File: config.mk
export PLATFORM = sky130hd
export DESIGN_NAME = game_tone_decoder
export DESIGN_NICKNAME = d
export VERILOG_FILES = /design/src/rtl/game_tone_decoder.sv
export SDC_FILE = /design/constraint.sdc
export NUM_CORES = 1
export LEC_CHECK = 0
export CAP_MARGIN = 20
export CORE_UTILIZATION = 45
export DETAILED_ROUTE_END_ITERATION = 8
export PLACE_DENSITY_LB_ADDON = 0.12
export REMOVE_ABC_BUFFERS = 1
export SKIP_LAST_GASP = 1
export SLEW_MARGIN = 25
export SYNTH_ARGS = -nofsm -noshare
export SYNTH_HDL_FRONTEND = slang
export SYNTH_SLANG_ARGS = --single-unit
File: constraint.sdc
create_clock -name clk -period 10.6 [get_ports clk]
set_input_delay 2.12 -clock clk [delete_from_list [all_inputs] [get_ports clk]]
set_output_delay 2.12 -clock clk [all_outputs]
set_load 0.02 [all_outputs]
File: src/rtl/game_tone_decoder.sv
// ---------------------------------------------------------------------------
// game_tone_decoder
//
// Measures the period of an incoming square-wave tone and classifies it as one
// of the six scale notes Do..La (codes 0..5), or unknown/silence (code 7).
// A classification is accepted only after STABLE_CNT identical consecutive
// results. Prolonged silence (no rising edge for TIMEOUT_CYC cycles) forces
// the output back to "none".
//
// Ports:
//   clk          system clock
//   reset        asynchronous, active-high reset
//   tone_in      square-wave tone, asynchronous to clk
//   note_out     accepted note code: 0 Do .. 5 La, 7 none
//   note_valid   high while note_out holds an accepted code 0..5
//   note_change  one-cycle pulse each time note_out changes value
//   period_out   last measured period, in clk cycles
// ---------------------------------------------------------------------------
module game_tone_decoder #(
    parameter int clk_100Mhz  = 100_000_000,
    parameter int TOL_SHIFT   = 6,
    parameter int STABLE_CNT  = 3,
    parameter int TIMEOUT_CYC = clk_100Mhz / 100,
    parameter int CNT_W       = 20
) (
    input  logic             clk,
    input  logic             reset,
    input  logic             tone_in,
    output logic [2:0]       note_out,
    output logic             note_valid,
    output logic             note_change,
    output logic [CNT_W-1:0] period_out
);

    localparam int NUM_NOTES = 6;
    localparam int RUN_W     = $clog2(STABLE_CNT + 1);

    localparam logic [2:0]       CODE_NONE    = 3'd7;
    localparam logic [CNT_W-1:0] CNT_MAX      = '1;
    localparam logic [CNT_W-1:0] TIMEOUT_LAST = CNT_W'(TIMEOUT_CYC - 1);
    localparam logic [RUN_W-1:0] RUN_FULL     = RUN_W'(STABLE_CNT);
    localparam logic [RUN_W-1:0] RUN_ONE      = RUN_W'(1);

    // Scale note frequencies in Hz, Do..La.
    function automatic int note_freq(input int n);
        case (n)
            0:       note_freq = 523;
            1:       note_freq = 587;
            2:       note_freq = 659;
            3:       note_freq = 698;
            4:       note_freq = 783;
            default: note_freq = 880;
        endcase
    endfunction

    typedef enum logic {
        IDLE,       // no edge seen yet: the next pulse only starts counting
        MEASURE     // every pulse completes a period measurement
    } state_t;

    state_t             state_reg;
    logic               sync_ff1_reg;
    logic               sync_ff2_reg;
    logic               sync_prev_reg;
    logic               pulse_reg;
    logic [CNT_W-1:0]   cnt_reg;
    logic               armed_reg;
    logic [2:0]         cand_reg;
    logic [RUN_W-1:0]   run_reg;

    logic [CNT_W-1:0]   period_next;
    logic               period_sat;
    logic [31:0]        period_ext;
    logic [NUM_NOTES-1:0] note_match;
    logic [2:0]         code_next;
    logic [RUN_W-1:0]   run_next;
    logic               accept_next;

    // Measured period is cnt+1, held at the counter ceiling once saturated.
    assign period_next = (cnt_reg == CNT_MAX) ? CNT_MAX : cnt_reg + CNT_W'(1);
    assign period_sat  = (period_next == CNT_MAX);
    assign period_ext  = 32'(period_next);

    // One inclusive window comparator per note: |period - P| <= P >> TOL_SHIFT.
    generate
        for (genvar gi = 0; gi < NUM_NOTES; gi++) begin : g_note
            localparam int          P_REF = clk_100Mhz / note_freq(gi);
            localparam int          TOL   = P_REF >> TOL_SHIFT;
            localparam logic [31:0] LO    = 32'(P_REF - TOL);
            localparam logic [31:0] HI    = 32'(P_REF + TOL);
            assign note_match[gi] = (period_ext >= LO) && (period_ext <= HI);
        end
    endgenerate

    // Lowest matching note wins: scan downward so the lowest index is written last.
    always_comb begin
        code_next = CODE_NONE;
        for (int i = NUM_NOTES - 1; i >= 0; i--) begin
            if (note_match[i]) begin
                code_next = 3'(i);
            end
        end
        if (period_sat) begin
            code_next = CODE_NONE;
        end
    end

    // Stability filter: the candidate always becomes the new code; the run
    // count grows only while the code repeats.
    always_comb begin
        run_next = RUN_ONE;
        if (code_next == cand_reg) begin
            run_next = (run_reg >= RUN_FULL) ? RUN_FULL : run_reg + RUN_ONE;
        end
        accept_next = (run_next == RUN_FULL) && (code_next != note_out);
    end

    always_ff @(posedge clk or posedge reset) begin
        if (reset) begin
            state_reg     <= IDLE;
            sync_ff1_reg  <= 1'b0;
            sync_ff2_reg  <= 1'b0;
            sync_prev_reg <= 1'b0;
            pulse_reg     <= 1'b0;
            cnt_reg       <= '0;
            armed_reg     <= 1'b1;
            cand_reg      <= CODE_NONE;
            run_reg       <= '0;
            note_out      <= CODE_NONE;
            note_valid    <= 1'b0;
            note_change   <= 1'b0;
            period_out    <= '0;
        end else begin
            // Two-flop synchronizer followed by a registered rising-edge pulse.
            sync_ff1_reg  <= tone_in;
            sync_ff2_reg  <= sync_ff1_reg;
            sync_prev_reg <= sync_ff2_reg;
            pulse_reg     <= sync_ff2_reg & ~sync_prev_reg;

            note_change   <= 1'b0;

            if (pulse_reg) begin
                // A pulse always wins over a coincident timeout.
                cnt_reg   <= '0;
                armed_reg <= 1'b1;
                case (state_reg)
                    IDLE: begin
                        state_reg <= MEASURE;
                    end
                    MEASURE: begin
                        period_out <= period_next;
                        cand_reg   <= code_next;
                        run_reg    <= run_next;
                        if (accept_next) begin
                            note_out    <= code_next;
                            note_valid  <= (code_next != CODE_NONE);
                            note_change <= 1'b1;
                        end
                    end
                    default: begin
                        state_reg <= IDLE;
                    end
                endcase
            end else begin
                if (cnt_reg != CNT_MAX) begin
                    cnt_reg <= cnt_reg + CNT_W'(1);
                end
                // Silence: fires once, then stays disarmed until the next pulse.
                if (armed_reg && (cnt_reg == TIMEOUT_LAST)) begin
                    armed_reg  <= 1'b0;
                    state_reg  <= IDLE;
                    cand_reg   <= CODE_NONE;
                    run_reg    <= '0;
                    note_out   <= CODE_NONE;
                    note_valid <= 1'b0;
                    if (note_out != CODE_NONE) begin
                        note_change <= 1'b1;
                    end
                end
            end
        end
    end

endmodule
## Word level (Yosys, flattened, before mapping)

Cells that the tools add are included.

| storage, ports and cells | value |
|---|---|
| register bits after elaboration | 56 |
| bits in latches | 0 |
| bits in writable memories | 0 |
| memory bits (read-only) | 0 |
| output and inout port bits | 25 |
| logic and storage cells | 85 |
| memories | 0 |

| cells by class | value |
|---|---|
| add/subtract/negate cells | 2 |
| multiply operators | 0 |
| divide/modulo/power cells | 0 |
| order comparisons | 13 |
| equal/unequal tests | 11 |
| shifts and indexed selects | 0 |
| mux-type cells | 31 |
| bitwise gates (word level) | 2 |
| reduce and logical (&&, ||, !) cells | 13 |

Operators by type and width:

| cell | number |
|---|---|
| $ge 20x18->1 const B | 4 |
| $le 20x18->1 const B | 4 |
| $eq 20x20->1 const B | 3 |
| $mux 20 | 3 |
| $ge 20x17->1 const B | 2 |
| $le 20x17->1 const B | 2 |
| $mux 3 | 12 |
| $add 20x1->20 const B | 1 |
| $ne 20x20->1 const B | 1 |
| $mux 2 | 6 |
| $mux 1 | 10 |
| $logic_and 1x1->1 | 8 |
| $ne 3x3->1 const B | 2 |
| $reduce_and 2->1 | 2 |
| $reduce_bool 2->1 | 2 |
| $eq 3x3->1 | 1 |
| $ne 3x3->1 | 1 |
| $reduce_and 3->1 | 1 |
| $add 2x1->2 const B | 1 |
| $eq 2x2->1 const B | 1 |
| $ge 2x2->1 const B | 1 |
| $ne 2x1->1 const B | 1 |
| $ne 2x2->1 const B | 1 |
| $and 1x1->1 | 1 |
| $not 1->1 | 1 |

## Longest topological paths before layout

Gate-level depths: netlist of the first run.

| depth | value |
|---|---|
| depth after elaboration | 18 |
| depth in mapped cells | 15 |
| depth with buffers taken out | 13 |

## Worst setup path before layout of the first run

Ideal clock, no wire load.

| timing | value |
|---|---|
| kind | register to register |
| start point | register cnt_reg[0] |
| end point | register note_valid |
| data arrival time | 3.896 ns |
| required time | 10.475 ns |
| slack | 6.579 ns |
| cell stages (with the launch flop) | 15 |
| path buffers | 1 |
| cells stage by stage | dfrtp_1 > ha_1 > nand3_1 > or4_1 > mux2i_1 > or4_1 > buf_2 > o211ai_2 > a21oi_1 > o311a_4 > o31ai_1 > nand4b_1 > a2111oi_4 > nor2_2 > mux2_4 |

| on the way | value |
|---|---|
| cells in the longest elaborated chain, start to end | 17 |
| elaborated cells on any way between the ends | 43 |
| those cells by class | add/sub: 1; order compare: 12; eq/ne: 8; mux: 12; reduce/logical: 10 |

RTL lines:

| what | RTL line | text |
|---|---|---|
| from (decl) | 66 | `logic [CNT_W-1:0] cnt_reg;` |
| from (signal assigned) | 166 | `cnt_reg <= cnt_reg + CNT_W'(1);` |
| $add 20x1->20 or $eq 20x20->1 (tied branches) | 80 | `assign period_next = (cnt_reg == CNT_MAX) ? CNT_MAX : cnt_reg + CNT_W'(1);` |
| $mux 20 | 80 |  |
| $ge 20x17->1 or $le 20x17->1 (tied branches) | 91 | `assign note_match[gi] = (period_ext >= LO) && (period_ext <= HI);` |
| $logic_and 1x1->1 | 91 |  |
| $mux 2 | 99 | `if (note_match[i]) begin` |
| $mux 3 (5 in series) | 99 |  |
| $mux 3 | 103 | `if (period_sat) begin` |
| $eq 3x3->1 | 112 | `if (code_next == cand_reg) begin` |
| $mux 2 | 112 |  |
| $eq 2x2->1 | 115 | `accept_next = (run_next == RUN_FULL) && (code_next != note_out);` |
| $logic_and 1x1->1 | 115 |  |
| $ne 2x1->1 (no line) | n/a |  |
| $reduce_and 3->1 (no line) | n/a |  |
| to (signal assigned) | 156 | `note_valid <= (code_next != CODE_NONE);` |
| to (decl) | 30 | `output logic note_valid,` |

Parallel ways exist; a longest one is shown, timed or not. The select of a mux whose other input is x is not followed.
A chain may end at the register's enable or synchronous reset.

## Final worst setup path of the first run

Ends and elaborated chain as after synthesis.

==> impl_table.tex, run 1 <==
\begin{tabular}{lr}
\hline
Metric & Value \\
\hline
\multicolumn{2}{l}{\textbf{GRT}} \\
\quad Leftover overflow at the end of global routing & 0 \\
\quad Maximum number of pins on one net before global-route repair & 41 \\
\quad Global-route wire length before repair & 21460 um \\
\quad Antenna violations before repair & 0 \\
\quad Total track usage & 0.2804 \\
\quad Number of global-route vias before repair & approximately 3800 \\
\multicolumn{2}{l}{\textbf{Critical path}} \\
\quad CP Data Required Time & between 10 and 15 ns \\
\quad Crit path largest cell delay & slightly above 0.7 ns \\
\quad Most common cell type on the critical path & sky130\_fd\_sc\_hd\_\_or4\_1 \\
\quad Critical Setup Path Class & reg -> reg \\
\quad Count of buffer and inverter cells on the critical path & 0 \\
\quad Ordered list of cells on the worst path & ha\_1, nand3\_1, or4\_1, mux2i\_1, or4\_1, o211ai\_2, a21oi\_1, o311a\_4, nor3\_2, xnor2\_1, a2111oi\_4, nor2\_2, mux2\_4 \\
\quad Startpoint Class & flop \\
\quad Critical path's top delay family & simple AND/OR/NAND/NOR gates \\
\quad Capturing element type of the critical path & flop \\
\quad Data arrival at the endpoint of the critical path & roughly 5.6 ns \\
\quad Slowest stage cell on the critical path & sky130\_fd\_sc\_hd\_\_ha\_1 \\
\quad Worst-path maximum fanout & 23 \\
\multicolumn{2}{l}{\textbf{Floorplan}} \\
\quad Initial core utilization & 0.4647 \\
\quad Floorplan die width & around 100 um \\
\quad Die span in y & between 90 and 100 um \\
\quad Number of rows in the core area & 35 \\
\quad Number of primary I/O pins & 28 \\
\quad Core Area & around 9300 um2 \\
\quad Die area & between 9000 and 10000 um2 \\
\multicolumn{2}{l}{\textbf{STA}} \\
\quad Setup repair after global routing missed its margin & false \\
\quad Final worst setup slack & between 5 and 6 ns \\
\quad Maximum clock skew at final layout & around 0.009 ns \\
\quad Period utilization & 0.5088 \\
\quad Final number of setup-violating endpoints & 0 \\
\quad Final Hold Fails & 0 \\
\quad Min Tclk post-route & approximately 5.4 ns \\
\quad Final Max Slew Viols & 0 \\
\quad Final-layout setup total negative slack & 0 ns \\
\quad Maximum frequency from static timing analysis & 185.4 MHz \\
\quad Slew of the pin with the lowest slew margin & around 0.89 ns \\
\quad Headroom to the max-slew limit & 0.4021 \\
\multicolumn{2}{l}{\textbf{Final layout}} \\
\quad Fill cell total of the finished layout & 914 \\
\quad Final design utilization & 0.5058 \\
\quad Commonest non-fill, non-tap cell in the layout & sky130\_fd\_sc\_hd\_\_nor2\_1 \\
\quad Area growth, synth to finish & 8.846\% \\
\quad Layout Cells excl Fill & approximately 650 \\
\quad NumNets Final & between 500 and 600 \\
\quad Total inserted antenna cells & 0 \\
\quad Fraction of layout cells with a size suffix above 1 & 0.09690 \\
\quad Commonest non-fill, non-tap cells in the layout & sky130\_fd\_sc\_hd\_\_nor2\_1 (53), sky130\_fd\_sc\_hd\_\_nand2\_1 (51), sky130\_fd\_sc\_hd\_\_dfrtp\_1 (49), sky130\_fd\_sc\_hd\_\_o21ai\_0 (32), sky130\_fd\_sc\_hd\_\_clkdlybuf4s50\_1 (27) \\
\multicolumn{2}{l}{\textbf{Synthesis}} \\
\quad Proportion of synthesized chip area in sequential cells & 0.3269 \\
\quad Leading register cell type out of synthesis & sky130\_fd\_sc\_hd\_\_dfrtp\_1 \\
\quad Number of flops mapped to enable cells by yosys & 0 \\
\quad Cell count after synthesis & roughly 520 \\
\quad Mapped Area & between 4000 and 5000 um2 \\
\quad Synthesis-stage register bit count & 56 \\
\quad Number of warnings issued by yosys & 0 \\
\quad Fraction of registers with async set or reset after synthesis & 1.000 \\
\quad Yosys cell types & 80 \\
\quad Mean instance size in the synthesized netlist & $\sim$8.3 um2 \\
\multicolumn{2}{l}{\textbf{Status}} \\
\quad Result of the run & finished clean \\
\multicolumn{2}{l}{\textbf{Power}} \\
\quad PnR Total Power & $\sim$580 uW \\
\quad IR drop worst, VDD & 0.09010 mV \\
\quad Static power due to leakage & between 0.0015 and 0.002 uW \\
\quad Power density over cell area & between 100 and 150 nW/um2 \\
\multicolumn{2}{l}{\textbf{Detailed routing}} \\
\quad Via density per instance & roughly 6.5 \\
\quad Detailed-route via count & about 4200 \\
\quad Iteration count of the initial detailed-routing pass & 5 \\
\quad Number of nets still failing antenna checks after routing & 0 \\
\quad Post-detailed-routing wire length & 13310 um \\
\quad Routed wire per std cell & just over 20 um \\
\quad Number of design rule violations left after detail routing & 0 \\
\quad Number of design-rule violations left by the first detailed-router iteration & between 400 and 500 \\
\multicolumn{2}{l}{\textbf{CTS}} \\
\quad Maximum buffer depth of the clock tree & 2 \\
\quad Clock latency at the later pin of the worst-skew pair & $\sim$0.32 ns \\
\quad H-Tree Depth & 2 \\
\quad Clock Root Buffer & sky130\_fd\_sc\_hd\_\_clkbuf\_8 \\
\quad Hold buffer count at CTS & 0 \\
\quad Resized cells post-CTS & 0 \\
\quad CTS clk-pin slew, worst paths & between 0.1 and 0.15 ns \\
\quad Clk sink count & 56 \\
\quad CTS tree & done \\
\quad Post-CTS Setup Inserts & 0 \\
\quad Number of buffers created by CTS & 5 \\
\multicolumn{2}{l}{\textbf{Placed design}} \\
\quad Routability Congestion & about 0.93 \\
\quad Inst Count DP & $\sim$640 \\
\quad Half-perimeter wire length of the detailed placement result & approximately 9700 um \\
\quad Total of buffers placed on input and output ports & 27 \\
\quad Worst Setup Slack post-DPL & $\sim$5.3 ns \\
\multicolumn{2}{l}{\textbf{Min path}} \\
\quad Min-Delay Path Class & reg -> reg \\
\multicolumn{2}{l}{\textbf{Job}} \\
\quad Max-Cap Viols & 0 \\
\hline
\end{tabular}
==> cell type report <==
type | count | area [um2] | area share
tap | 129 | 161.4 | 0.03437
clock buffer | 5 | 68.82 | 0.01465
timing repair buffer | 31 | 300.3 | 0.06395
sequential | 56 | 1410 | 0.3003
clock inverter | 3 | 22.52 | 0.004796
inverter | 8 | 30.03 | 0.006395
multi-input combinational | 413 | 2703 | 0.5755
==> synthesized netlist by cell type (3+ instances only) <==
cell                        number  share of area
sky130_fd_sc_hd__a211o_1         4         0.0081
sky130_fd_sc_hd__a211oi_1        9          0.016
sky130_fd_sc_hd__a21boi_0        3         0.0052
sky130_fd_sc_hd__a21o_1          4         0.0070
sky130_fd_sc_hd__a21oi_1        18          0.021
sky130_fd_sc_hd__a2bb2oi_1       3         0.0061
sky130_fd_sc_hd__a311oi_1        4         0.0081
sky130_fd_sc_hd__a31oi_1        10          0.015
sky130_fd_sc_hd__and2_1          7          0.010
sky130_fd_sc_hd__and3_1          7          0.010
sky130_fd_sc_hd__and4_1          6          0.012
sky130_fd_sc_hd__buf_2          12          0.014
sky130_fd_sc_hd__clkbuf_1       27          0.023
sky130_fd_sc_hd__dfrtp_1        49           0.28
sky130_fd_sc_hd__dfstp_2         7          0.043
sky130_fd_sc_hd__inv_1           7         0.0061
sky130_fd_sc_hd__mux2i_1         3         0.0070
sky130_fd_sc_hd__nand2_1        52          0.045
sky130_fd_sc_hd__nand2b_1        6         0.0087
sky130_fd_sc_hd__nand3_1        23          0.027
sky130_fd_sc_hd__nand3b_1        3         0.0052
sky130_fd_sc_hd__nand4_1        20          0.029
sky130_fd_sc_hd__nand4_2         3         0.0087
sky130_fd_sc_hd__nand4b_1        4         0.0081
sky130_fd_sc_hd__nor2_1         53          0.046
sky130_fd_sc_hd__nor2b_1         7          0.010
sky130_fd_sc_hd__nor3_1         17          0.020
sky130_fd_sc_hd__nor4_1         13          0.019
sky130_fd_sc_hd__nor4_2          3         0.0087
sky130_fd_sc_hd__nor4_4          3          0.015
sky130_fd_sc_hd__o2111ai_1       5          0.010
sky130_fd_sc_hd__o211ai_1        3         0.0052
sky130_fd_sc_hd__o21ai_0        32          0.037
sky130_fd_sc_hd__o31a_1          3         0.0061
sky130_fd_sc_hd__o31ai_1         5         0.0087
sky130_fd_sc_hd__or3_1           4         0.0058
sky130_fd_sc_hd__or4_1           9          0.016
sky130_fd_sc_hd__xnor2_1        15          0.030
sky130_fd_sc_hd__xor2_1          8          0.016
==> worst paths after layout <==
check | slack (ns) | cells past startpoint | end | startpoint
max | 5.21 | 13 | note_valid | cnt_reg[0]
max in group asynchronous | 7.69 | 3 | note_out[2] | reset
max reg2reg | 5.21 | 13 | note_valid | cnt_reg[0]
min | 0.37 | 0 | sync_ff2_reg | sync_ff1_reg
min reg2reg | 0.37 | 0 | sync_ff2_reg | sync_ff1_reg
min in group asynchronous | 2.07 | 2 | sync_ff1_reg | reset
==> worst register-to-register path, stage by stage, from the launching register on <==
cell and delay [ns]:
sky130_fd_sc_hd__dfrtp_1 0.70, sky130_fd_sc_hd__ha_1 0.72, sky130_fd_sc_hd__nand3_1 0.40, sky130_fd_sc_hd__or4_1 0.66
sky130_fd_sc_hd__mux2i_1 0.15, sky130_fd_sc_hd__or4_1 0.60, sky130_fd_sc_hd__o211ai_2 0.15, sky130_fd_sc_hd__a21oi_1 0.07
sky130_fd_sc_hd__o311a_4 0.40, sky130_fd_sc_hd__nor3_2 0.29, sky130_fd_sc_hd__xnor2_1 0.16, sky130_fd_sc_hd__a2111oi_4 0.59
sky130_fd_sc_hd__nor2_2 0.10, sky130_fd_sc_hd__mux2_4 0.30
==> through the flow <==
stage / cell area, um2 / hold WS [ns]
after floorplan: 4134 / 0.3312
after global placement: 4602 / 0.3441
after detailed placement: 4602 / 0.3402
after CTS: 4693 / 0.3762
after global routing: 4696 / 0.3796
final: 4696 / 0.3720
==> layer usage <==
layer | track usage | share of wire | routed length [um] | vias to the layer above
li1 | - | - | - | 1944
met1 | 0.4221 | 0.47 | 6213 | 2031
met2 | 0.4117 | 0.44 | 5862 | 184
met3 | 0.04735 | 0.075 | 996 | 30
met4 | 0.07805 | 0.018 | 242 | 0
met5 | 0 | 0 | 0 | -
==> report_power, final <==
group	leakage [uW]	internal [uW]	switching [uW]	total [uW]
sequential	0.000723	238	38.8	277
combinational	0.00102	74.3	105	179
clock	0.0000485	47.6	75.8	123
==> kinds of logic after synthesis <==
family,share of synthesized area
AND/OR/NAND/NOR,0.3318
AO/OA/AOI/OAI,0.2288
flip-flops,0.3269
buffers and inverters,0.04872
XOR/XNOR,0.05047
multiplexers,0.01044
adder cells (fa/ha/maj),0.002900
Power figures use the tool's default switching activity.
==> run 2: changes to the inputs <==
- clock period: 10.6 -> 5.55 ns (I/O delays scaled with it)
==> impl_table.tex, run 2 (synthesis gave the netlist of run 1 again) <==
\begin{tabular}{lr}
\hline
Metric & Value \\
\hline
\multicolumn{2}{l}{\textbf{STA}} \\
\quad Final Max Slew Viols & 0 (unchanged) \\
\quad Slew of the pin with the lowest slew margin & 0.7317 ns (was 0.8875 ns) \\
\quad Final number of setup-violating endpoints & 0 (unchanged) \\
\quad Min Tclk post-route & 4.815 ns (was 5.393 ns) \\
\quad Maximum frequency from static timing analysis & 207.7 MHz (was 185.4 MHz) \\
\quad Setup repair after global routing missed its margin & false (unchanged) \\
\quad Headroom to the max-slew limit & 0.5071 (was 0.4021) \\
\quad Final Hold Fails & 0 (unchanged) \\
\quad Maximum clock skew at final layout & 0.01316 ns (was 0.008847 ns) \\
\quad Final worst setup slack & 0.7346 ns (was 5.207 ns) \\
\quad Period utilization & 0.8676 (was 0.5088) \\
\quad Final-layout setup total negative slack & 0 ns (unchanged) \\
\multicolumn{2}{l}{\textbf{Min path}} \\
\quad Min-Delay Path Class & reg -> reg (unchanged) \\
\quad WHS Path Cells & 0 (unchanged) \\
\multicolumn{2}{l}{\textbf{CTS}} \\
\quad Resized cells post-CTS & 0 (unchanged) \\
\quad Clk sink count & 56 (unchanged) \\
\quad Clock Root Buffer & sky130\_fd\_sc\_hd\_\_clkbuf\_8 (unchanged) \\
\quad Maximum buffer depth of the clock tree & 2 (unchanged) \\
\quad CTS clk-pin slew, worst paths & 0.10 ns (was 0.11 ns) \\
\quad Post-CTS Setup Inserts & 0 (unchanged) \\
\quad Clock latency at the later pin of the worst-skew pair & 0.32 ns (about the same) \\
\quad Hold buffer count at CTS & 0 (unchanged) \\
\quad H-Tree Depth & 2 (unchanged) \\
\quad Number of buffers created by CTS & 5 (unchanged) \\
\quad CTS tree & done (unchanged) \\
\multicolumn{2}{l}{\textbf{Final layout}} \\
\quad Fill cell total of the finished layout & 923 (was 914) \\
\quad Layout Cells excl Fill & 654 (was 645) \\
\quad Fraction of layout cells with a size suffix above 1 & 0.1105 (was 0.09690) \\
\quad Final design utilization & 0.5166 (was 0.5058) \\
\quad Commonest non-fill, non-tap cell in the layout & sky130\_fd\_sc\_hd\_\_nor2\_1 (unchanged) \\
\quad Commonest non-fill, non-tap cells in the layout & sky130\_fd\_sc\_hd\_\_nor2\_1 (53), sky130\_fd\_sc\_hd\_\_nand2\_1 (52), sky130\_fd\_sc\_hd\_\_dfrtp\_1 (49), sky130\_fd\_sc\_hd\_\_o21ai\_0 (32), sky130\_fd\_sc\_hd\_\_clkdlybuf4s50\_1 (27) (was sky130\_fd\_sc\_hd\_\_nor2\_1 (53), sky130\_fd\_sc\_hd\_\_nand2\_1 (51), sky130\_fd\_sc\_hd\_\_dfrtp\_1 (49), sky130\_fd\_sc\_hd\_\_o21ai\_0 (32), sky130\_fd\_sc\_hd\_\_clkdlybuf4s50\_1 (27)) \\
\quad Area growth, synth to finish & 11.17\% (was 8.846\%) \\
\quad Total inserted antenna cells & 0 (unchanged) \\
\quad NumNets Final & 528 (was 519) \\
\multicolumn{2}{l}{\textbf{Power}} \\
\quad Total net switching power & 411.8 uW (was 219.2 uW) \\
\quad Power density over cell area & 244.2 nW/um2 (was 123.4 nW/um2) \\
\quad Switching power share of the total & 0.3517 (was 0.3784) \\
\quad Pint & 759.3 uW (was 360.1 uW) \\
\quad PnR Total Power & 1171 uW (was 579.4 uW) \\
\quad Proportion of power drawn by combinational gates & 0.298 (was 0.309) \\
\quad IR drop worst, VDD & 0.2054 mV (was 0.09010 mV) \\
\quad Share of total power in sequential cells & 0.450 (was 0.478) \\
\quad Clock Power Share & 0.252 (was 0.213) \\
\quad Static power due to leakage & 0.001846 uW (was 0.001788 uW) \\
\multicolumn{2}{l}{\textbf{Critical path}} \\
\quad Critical Setup Path Class & reg -> reg (unchanged) \\
\quad Crit path largest cell delay & 0.76 ns (was 0.72 ns) \\
\quad Count of buffer and inverter cells on the critical path & 1 (was 0) \\
\quad Capturing element type of the critical path & flop (unchanged) \\
\quad Startpoint Class & flop (unchanged) \\
\quad Slowest stage cell on the critical path & sky130\_fd\_sc\_hd\_\_dfrtp\_1 (was sky130\_fd\_sc\_hd\_\_ha\_1) \\
\quad Data arrival at the endpoint of the critical path & 5.03 ns (was 5.60 ns) \\
\quad Register-to-register setup slack & 0.73 ns (was 5.21 ns) \\
\quad Number of cells on the worst reg-to-reg path & 13 (unchanged) \\
\quad CP Data Required Time & 5.76 ns (was 10.81 ns) \\
\quad Depth of the critical timing path with buffers and inverters included & 13 (unchanged) \\
\quad Ordered list of cells on the worst path & nand4\_1, buf\_4, nor4\_1, xnor2\_1, nand2\_1, a221o\_1, a2111oi\_1, a211o\_1, or3\_1, nand4b\_1, a2111oi\_4, nor2\_2, mux2\_4 (was ha\_1, nand3\_1, or4\_1, mux2i\_1, or4\_1, o211ai\_2, a21oi\_1, o311a\_4, nor3\_2, xnor2\_1, a2111oi\_4, nor2\_2, mux2\_4) \\
\quad Worst-path maximum fanout & 20 (was 23) \\
\quad Critical path's top delay family & compound AO/OA/AOI/OAI gates (was simple AND/OR/NAND/NOR gates) \\
\multicolumn{2}{l}{\textbf{Floorplan}} \\
\quad Core Area & 9284 um2 (unchanged) \\
\quad Number of primary I/O pins & 28 (unchanged) \\
\quad Die area & 9983 um2 (unchanged) \\
\quad Number of rows in the core area & 35 (unchanged) \\
\quad Initial core utilization & 0.4647 (unchanged) \\
\quad Floorplan die width & 99.92 um (unchanged) \\
\quad Die span in y & 99.92 um (unchanged) \\
\multicolumn{2}{l}{\textbf{GRT}} \\
\quad Met1 routing resource usage after global routing & 0.3962 (was 0.4221) \\
\quad GRT busiest layer & met2 (was met1) \\
\quad Met3 track utilization from global routing & 0.04387 (was 0.04735) \\
\quad Global-route wire length before repair & 21200 um (was 21460 um) \\
\quad Number of global-route vias before repair & 3949 (was 3847) \\
\quad Antenna violations before repair & 0 (unchanged) \\
\quad Total track usage & 0.2739 (was 0.2804) \\
\quad Leftover overflow at the end of global routing & 0 (unchanged) \\
\quad M2 GR Usage & 0.4191 (was 0.4117) \\
\quad Maximum number of pins on one net before global-route repair & 37 (was 41) \\
\multicolumn{2}{l}{\textbf{Detailed routing}} \\
\quad Number of nets still failing antenna checks after routing & 0 (unchanged) \\
\quad Via density per instance & 6.436 (was 6.495) \\
\quad Number of design-rule violations left by the first detailed-router iteration & 511 (was 481) \\
\quad Post-detailed-routing wire length & 13210 um (was 13310 um) \\
\quad Number of design rule violations left after detail routing & 0 (unchanged) \\
\quad Detailed-route via count & 4209 (was 4189) \\
\quad Routed wire per std cell & 20.20 um (was 20.64 um) \\
\quad Iteration count of the initial detailed-routing pass & 5 (unchanged) \\
\multicolumn{2}{l}{\textbf{Job}} \\
\quad Max-Cap Viols & 0 (unchanged) \\
\multicolumn{2}{l}{\textbf{Placed design}} \\
\quad Routability Congestion & 1.001 (was 0.9348) \\
\quad Half-perimeter wire length of the detailed placement result & 9860 um (was 9712 um) \\
\quad Worst Setup Slack post-DPL & 0.8280 ns (was 5.299 ns) \\
\quad Inst Count DP & 646 (was 637) \\
\quad Total of buffers placed on input and output ports & 27 (unchanged) \\
\multicolumn{2}{l}{\textbf{Status}} \\
\quad Result of the run & finished clean (unchanged) \\
\hline
\end{tabular}
## run 2: area by class of cell
| cell class | count | area (um2) | share of cell area |
|---|---|---|---|
| Clock inverter | 1 | 30.03 | 0.006261 |
| Tap cell | 129 | 161.4 | 0.03366 |
| Inverter | 8 | 30.03 | 0.006261 |
| Sequential cell | 56 | 1410 | 0.2940 |
| Multi-Input combinational cell | 413 | 2700 | 0.5630 |
| Timing Repair Buffer | 40 | 367.9 | 0.07670 |
| Clock buffer | 7 | 96.34 | 0.02009 |
## run 2: power groups by stage
stage / registers (uW) / logic (uW) / clock network, uW
floorplan: 550 / 192 / 0
global placement: 532 / 348 / 0
detailed placement: 534 / 344 / 0
CTS: 526 / 347 / 300
global route: 537 / 378 / 315
finish: 527 / 349 / 295
## run 2: layer usage
| metal | part of all wire | vias to the layer above |
|---|---|---|
| met5 | 0 | - |
| met4 | 0.031 | 0 |
| met3 | 0.076 | 31 |
| met2 | 0.44 | 189 |
| met1 | 0.45 | 2029 |
| li1 | - | 1960 |
## run 2: worst paths after layout
path,to,start
setup / recovery,note_valid,cnt_reg[3]
hold / removal,sync_ff2_reg,sync_ff1_reg
setup reg to reg,note_valid,cnt_reg[3]
hold reg to reg,sync_ff2_reg,sync_ff1_reg
max in group asynchronous,note_out[1],reset
min in group asynchronous,period_out[3],reset
## run 2: worst reg2reg max path: cells and delay by family, from the launching register on
kind	cells	cell delay, ns
xor+xnor	1	0.38
buf+inv	1	0.22
flops	1	0.76
simple gates	6	1.36
mux	1	0.31
compound gates	4	1.68
## run 2: per-stage QoR
| step | area (um2) | hold WS, ns |
|---|---|---|
| floorplan | 4134 | 0.3312 |
| global route | 4796 | 0.3836 |
| CTS | 4796 | 0.3698 |
| finish | 4796 | 0.3671 |
| global placement | 4669 | 0.3413 |
| detailed placement | 4669 | 0.3396 |
==> run 3: changes to the inputs <==
- ABC_AREA: default -> 1
==> impl_table.tex, run 3 <==
\begin{tabular}{lr}
\hline
Metric & Value \\
\hline
\multicolumn{2}{l}{\textbf{Power}} \\
\quad Power density over cell area & 232.9 nW/um2 (was 244.2 nW/um2) \\
\quad IR drop worst, VDD & 0.1411 mV (was 0.2054 mV) \\
\quad PnR Total Power & 1025 uW (was 1171 uW) \\
\quad Static power due to leakage & 0.002239 uW (was 0.001846 uW) \\
\multicolumn{2}{l}{\textbf{CTS}} \\
\quad Clock Root Buffer & sky130\_fd\_sc\_hd\_\_clkbuf\_8 (unchanged) \\
\quad Post-CTS Setup Inserts & 0 (unchanged) \\
\quad Clk sink count & 56 (unchanged) \\
\quad CTS clk-pin slew, worst paths & 0.11 ns (was 0.10 ns) \\
\quad Maximum buffer depth of the clock tree & 2 (unchanged) \\
\quad Number of buffers created by CTS & 5 (unchanged) \\
\quad Resized cells post-CTS & 0 (unchanged) \\
\quad CTS tree & done (unchanged) \\
\quad Clock latency at the later pin of the worst-skew pair & 0.32 ns (about the same) \\
\quad H-Tree Depth & 2 (unchanged) \\
\quad Hold buffer count at CTS & 0 (unchanged) \\
\multicolumn{2}{l}{\textbf{Final layout}} \\
\quad Fill cell total of the finished layout & 867 (was 923) \\
\quad Commonest non-fill, non-tap cell in the layout & sky130\_fd\_sc\_hd\_\_nand2\_1 (was sky130\_fd\_sc\_hd\_\_nor2\_1) \\
\quad Commonest non-fill, non-tap cells in the layout & sky130\_fd\_sc\_hd\_\_nand2\_1 (167), sky130\_fd\_sc\_hd\_\_nor2\_1 (105), sky130\_fd\_sc\_hd\_\_inv\_1 (65), sky130\_fd\_sc\_hd\_\_nand3\_1 (57), sky130\_fd\_sc\_hd\_\_dfrtp\_1 (49) (was sky130\_fd\_sc\_hd\_\_nor2\_1 (53), sky130\_fd\_sc\_hd\_\_nand2\_1 (52), sky130\_fd\_sc\_hd\_\_dfrtp\_1 (49), sky130\_fd\_sc\_hd\_\_o21ai\_0 (32), sky130\_fd\_sc\_hd\_\_clkdlybuf4s50\_1 (27)) \\
\quad Sequential cell area & 1410 um2 (unchanged) \\
\quad NumNets Final & 631 (was 528) \\
\quad Final design utilization & 0.5278 (was 0.5166) \\
\quad Area growth, synth to finish & 12.00\% (was 11.17\%) \\
\quad Total inserted antenna cells & 0 (unchanged) \\
\quad Multi-input gate area in the final layout & 2170 um2 (was 2700 um2) \\
\quad Fraction of layout cells with a size suffix above 1 & 0.1162 (was 0.1105) \\
\multicolumn{2}{l}{\textbf{STA}} \\
\quad Maximum frequency from static timing analysis & 277.3 MHz (was 207.7 MHz) \\
\quad Final Max Slew Viols & 0 (unchanged) \\
\quad Headroom to the max-slew limit & 0.5264 (was 0.5071) \\
\quad Setup repair after global routing missed its margin & false (unchanged) \\
\quad Final worst setup slack & 1.944 ns (was 0.7346 ns) \\
\quad Period utilization & 0.6498 (was 0.8676) \\
\quad Final Hold Fails & 0 (unchanged) \\
\quad Final hold slack & 0.3704 ns (was 0.3671 ns) \\
\quad Final-layout setup total negative slack & 0 ns (unchanged) \\
\quad Maximum clock skew at final layout & 0.01364 ns (was 0.01316 ns) \\
\quad Min Tclk post-route & 3.606 ns (was 4.815 ns) \\
\quad Slew of the pin with the lowest slew margin & 0.7103 ns (was 0.7317 ns) \\
\quad Final number of setup-violating endpoints & 0 (unchanged) \\
\multicolumn{2}{l}{\textbf{Detailed routing}} \\
\quad Number of nets still failing antenna checks after routing & 0 (unchanged) \\
\quad Number of design rule violations left after detail routing & 0 (unchanged) \\
\quad Detailed-route via count & 3888 (was 4209) \\
\quad Number of design-rule violations left by the first detailed-router iteration & 306 (was 511) \\
\quad Iteration count of the initial detailed-routing pass & 5 (unchanged) \\
\quad Post-detailed-routing wire length & 11490 um (was 13210 um) \\
\quad Via density per instance & 5.304 (was 6.436) \\
\quad Routed wire per std cell & 15.67 um (was 20.20 um) \\
\multicolumn{2}{l}{\textbf{Synthesis}} \\
\quad Leading register cell type out of synthesis & sky130\_fd\_sc\_hd\_\_dfrtp\_1 (unchanged) \\
\quad Mean instance size in the synthesized netlist & 6.561 um2 (was 8.312 um2) \\
\quad Most area-consuming cells after synthesis & sky130\_fd\_sc\_hd\_\_dfrtp\_1 (31\%), sky130\_fd\_sc\_hd\_\_nand2\_1 (16\%), sky130\_fd\_sc\_hd\_\_nor2\_1 (10\%) (was sky130\_fd\_sc\_hd\_\_dfrtp\_1 (28\%), sky130\_fd\_sc\_hd\_\_nor2\_1 (4.6\%), sky130\_fd\_sc\_hd\_\_nand2\_1 (4.5\%)) \\
\quad Combinational family with the most area after synthesis & simple AND/OR/NAND/NOR gates (unchanged) \\
\quad Synthesis-stage register bit count & 56 (unchanged) \\
\quad Compound-cell area share of the yosys netlist & 0.08469 (was 0.2288) \\
\quad Number of warnings issued by yosys & 0 (unchanged) \\
\quad Cell count after synthesis & 599 (was 519) \\
\quad Post-synthesis share of cell area spent on full adders, half adders and majority gates & 0.003184 (was 0.002900) \\
\quad Number of flops mapped to enable cells by yosys & 0 (unchanged) \\
\quad Most instantiated library cell after synthesis & sky130\_fd\_sc\_hd\_\_nand2\_1 (was sky130\_fd\_sc\_hd\_\_nor2\_1) \\
\quad Most area-hungry cell type in the Yosys netlist & sky130\_fd\_sc\_hd\_\_dfrtp\_1 (unchanged) \\
\quad Share of cell area taken by muxes after synthesis & 0 (was 0.01044) \\
\quad Commonest cells in the netlist & sky130\_fd\_sc\_hd\_\_nand2\_1 (167), sky130\_fd\_sc\_hd\_\_nor2\_1 (105), sky130\_fd\_sc\_hd\_\_inv\_1 (66) (was sky130\_fd\_sc\_hd\_\_nor2\_1 (53), sky130\_fd\_sc\_hd\_\_nand2\_1 (52), sky130\_fd\_sc\_hd\_\_dfrtp\_1 (49)) \\
\quad Fraction of registers with async set or reset after synthesis & 1.000 (unchanged) \\
\quad Yosys cell types & 33 (was 80) \\
\quad Proportion of synthesized chip area in sequential cells & 0.3588 (was 0.3269) \\
\quad Share of the synthesized area in the top cell type & 0.3120 (was 0.2842) \\
\quad Mapped Area & 3930 um2 (was 4314 um2) \\
\quad Area fraction in and, or, nand and nor cells after synthesis & 0.4597 (was 0.3318) \\
\quad XOR/XNOR Fraction of Synth Area & 0.004457 (was 0.05046) \\
\multicolumn{2}{l}{\textbf{Critical path}} \\
\quad Ordered list of cells on the worst path & ha\_1, nand2\_1, nor2\_4, nand2\_4, nor2\_4, nand2\_4, nand2\_1, nand2\_4, nor2\_1, nand3\_1, a21oi\_1, nor2\_1, nand2\_1, nand2\_2, nor2\_4, nand2\_1, nand2\_1, nand3b\_4, nor2\_4, nand2\_2, nand2\_2, nand2\_1, nand2\_1 (was nand4\_1, buf\_4, nor4\_1, xnor2\_1, nand2\_1, a221o\_1, a2111oi\_1, a211o\_1, or3\_1, nand4b\_1, a2111oi\_4, nor2\_2, mux2\_4) \\
\quad CP Data Required Time & 5.81 ns (was 5.76 ns) \\
\quad Slowest stage cell on the critical path & sky130\_fd\_sc\_hd\_\_dfrtp\_1 (unchanged) \\
\quad Crit path largest cell delay & 0.50 ns (was 0.76 ns) \\
\quad Most common cell type on the critical path & sky130\_fd\_sc\_hd\_\_nand2\_1 \\
\quad Worst-path maximum fanout & 34 (was 20) \\
\quad Data arrival at the endpoint of the critical path & 3.87 ns (was 5.03 ns) \\
\quad Startpoint Class & flop (unchanged) \\
\quad Capturing element type of the critical path & flop (unchanged) \\
\quad Critical Setup Path Class & reg -> reg (unchanged) \\
\multicolumn{2}{l}{\textbf{Floorplan}} \\
\quad Die span in y & 95.45 um (was 99.92 um) \\
\quad Number of primary I/O pins & 28 (unchanged) \\
\quad Initial core utilization & 0.4712 (was 0.4647) \\
\quad Floorplan die width & 95.45 um (was 99.92 um) \\
\quad Die area & 9111 um2 (was 9983 um2) \\
\quad Number of rows in the core area & 33 (was 35) \\
\quad Core Area & 8341 um2 (was 9284 um2) \\
\multicolumn{2}{l}{\textbf{Placed design}} \\
\quad Total of buffers placed on input and output ports & 27 (unchanged) \\
\quad Worst Setup Slack post-DPL & 2.015 ns (was 0.8280 ns) \\
\quad Half-perimeter wire length of the detailed placement result & 8889 um (was 9860 um) \\
\quad Routability Congestion & 0.9831 (was 1.001) \\
\multicolumn{2}{l}{\textbf{GRT}} \\
\quad Global-route wire length before repair & 18370 um (was 21200 um) \\
\quad Antenna violations before repair & 0 (unchanged) \\
\quad Number of global-route vias before repair & 3543 (was 3949) \\
\quad Total track usage & 0.2725 (was 0.2739) \\
\quad Leftover overflow at the end of global routing & 0 (unchanged) \\
\quad Maximum number of pins on one net before global-route repair & 57 (was 37) \\
\multicolumn{2}{l}{\textbf{Job}} \\
\quad Max-Cap Viols & 0 (unchanged) \\
\multicolumn{2}{l}{\textbf{Min path}} \\
\quad Min-Delay Path Class & reg -> reg (unchanged) \\
\multicolumn{2}{l}{\textbf{Status}} \\
\quad Result of the run & finished clean (unchanged) \\
\hline
\end{tabular}
## run 3: cell types whose count changed after synthesis, moves of 9 or more
cell                       change
sky130_fd_sc_hd__inv_2        +10
sky130_fd_sc_hd__nor2_1       +52
sky130_fd_sc_hd__buf_2        -11
sky130_fd_sc_hd__nand2_2      +14
sky130_fd_sc_hd__nor2_4        +9
sky130_fd_sc_hd__xnor2_1      -14
sky130_fd_sc_hd__nor3_1       -11
sky130_fd_sc_hd__or4_1         -9
sky130_fd_sc_hd__inv_1        +59
sky130_fd_sc_hd__nand3_1      +34
sky130_fd_sc_hd__a211oi_1      -9
sky130_fd_sc_hd__clkbuf_1     -21
sky130_fd_sc_hd__nand2_1     +115
sky130_fd_sc_hd__nor4_1       -13
## run 3: report_power, final
group          internal (uW)  switching, uW  total [uW]
clock                    101            141         242
sequential               456           36.5         493
combinational            104            186         290
total                    662            363        1020
## run 3: logic make-up after synthesis
logic type	after synthesis
buffers and inverters	89
and+or+nand+nor	391
DFF	56
xor gates and xnor gates	2
adders and majority gates	1
AOI/OAI and AO/OA	60
## run 3: path summary, 6_finish.rpt
kind,start,end,slack (ns),depth (start not counted)
worst max-delay path,cnt_reg[0],note_out[0],1.94,23
worst min-delay path,sync_ff1_reg,sync_ff2_reg,0.37,0
worst max register to register,cnt_reg[0],note_out[0],1.94,23
worst min register to register,sync_ff1_reg,sync_ff2_reg,0.37,0
max in group asynchronous,reset,period_out[1],3.78,3
min in group asynchronous,reset,sync_ff1_reg,1.31,3
## run 3: layout make-up
type / instances / share of cell area
clock buffers: 6 / 0.01876
clock inverters: 2 / 0.003411
inverters: 80 / 0.06822
multi-input cells: 454 / 0.4929
flip-flops and latches: 56 / 0.3204
well taps: 105 / 0.02985
repair buffers: 30 / 0.06652
## run 3: critical path, delay by kind of cell (launching register included)
family                   cells  cell delay (ns)
flip-flops                   1             0.50
AO/OA/AOI/OAI                1             0.24
adder cells (fa/ha/maj)      1             0.26
AND/OR/NAND/NOR             21             2.53
## run 3: per-stage QoR
stage	area, um2	cells
6_report	4402	733
4_1_cts	4402	733
2_1_floorplan	3880	590
3_5_place_dp	4304	725
3_3_place_gp	4304	725
5_1_grt	4402	733
## run 3: layer usage
metal  vias to the layer above  track usage  share of wire  wire (um)
li1                       1941            -              -          -
met1                      1797       0.3662           0.46       5226
met2                       121       0.4369           0.46       5274
met3                        29      0.03828          0.052        595
met4                         0       0.1157          0.034        388
met5                         -            0              0          0
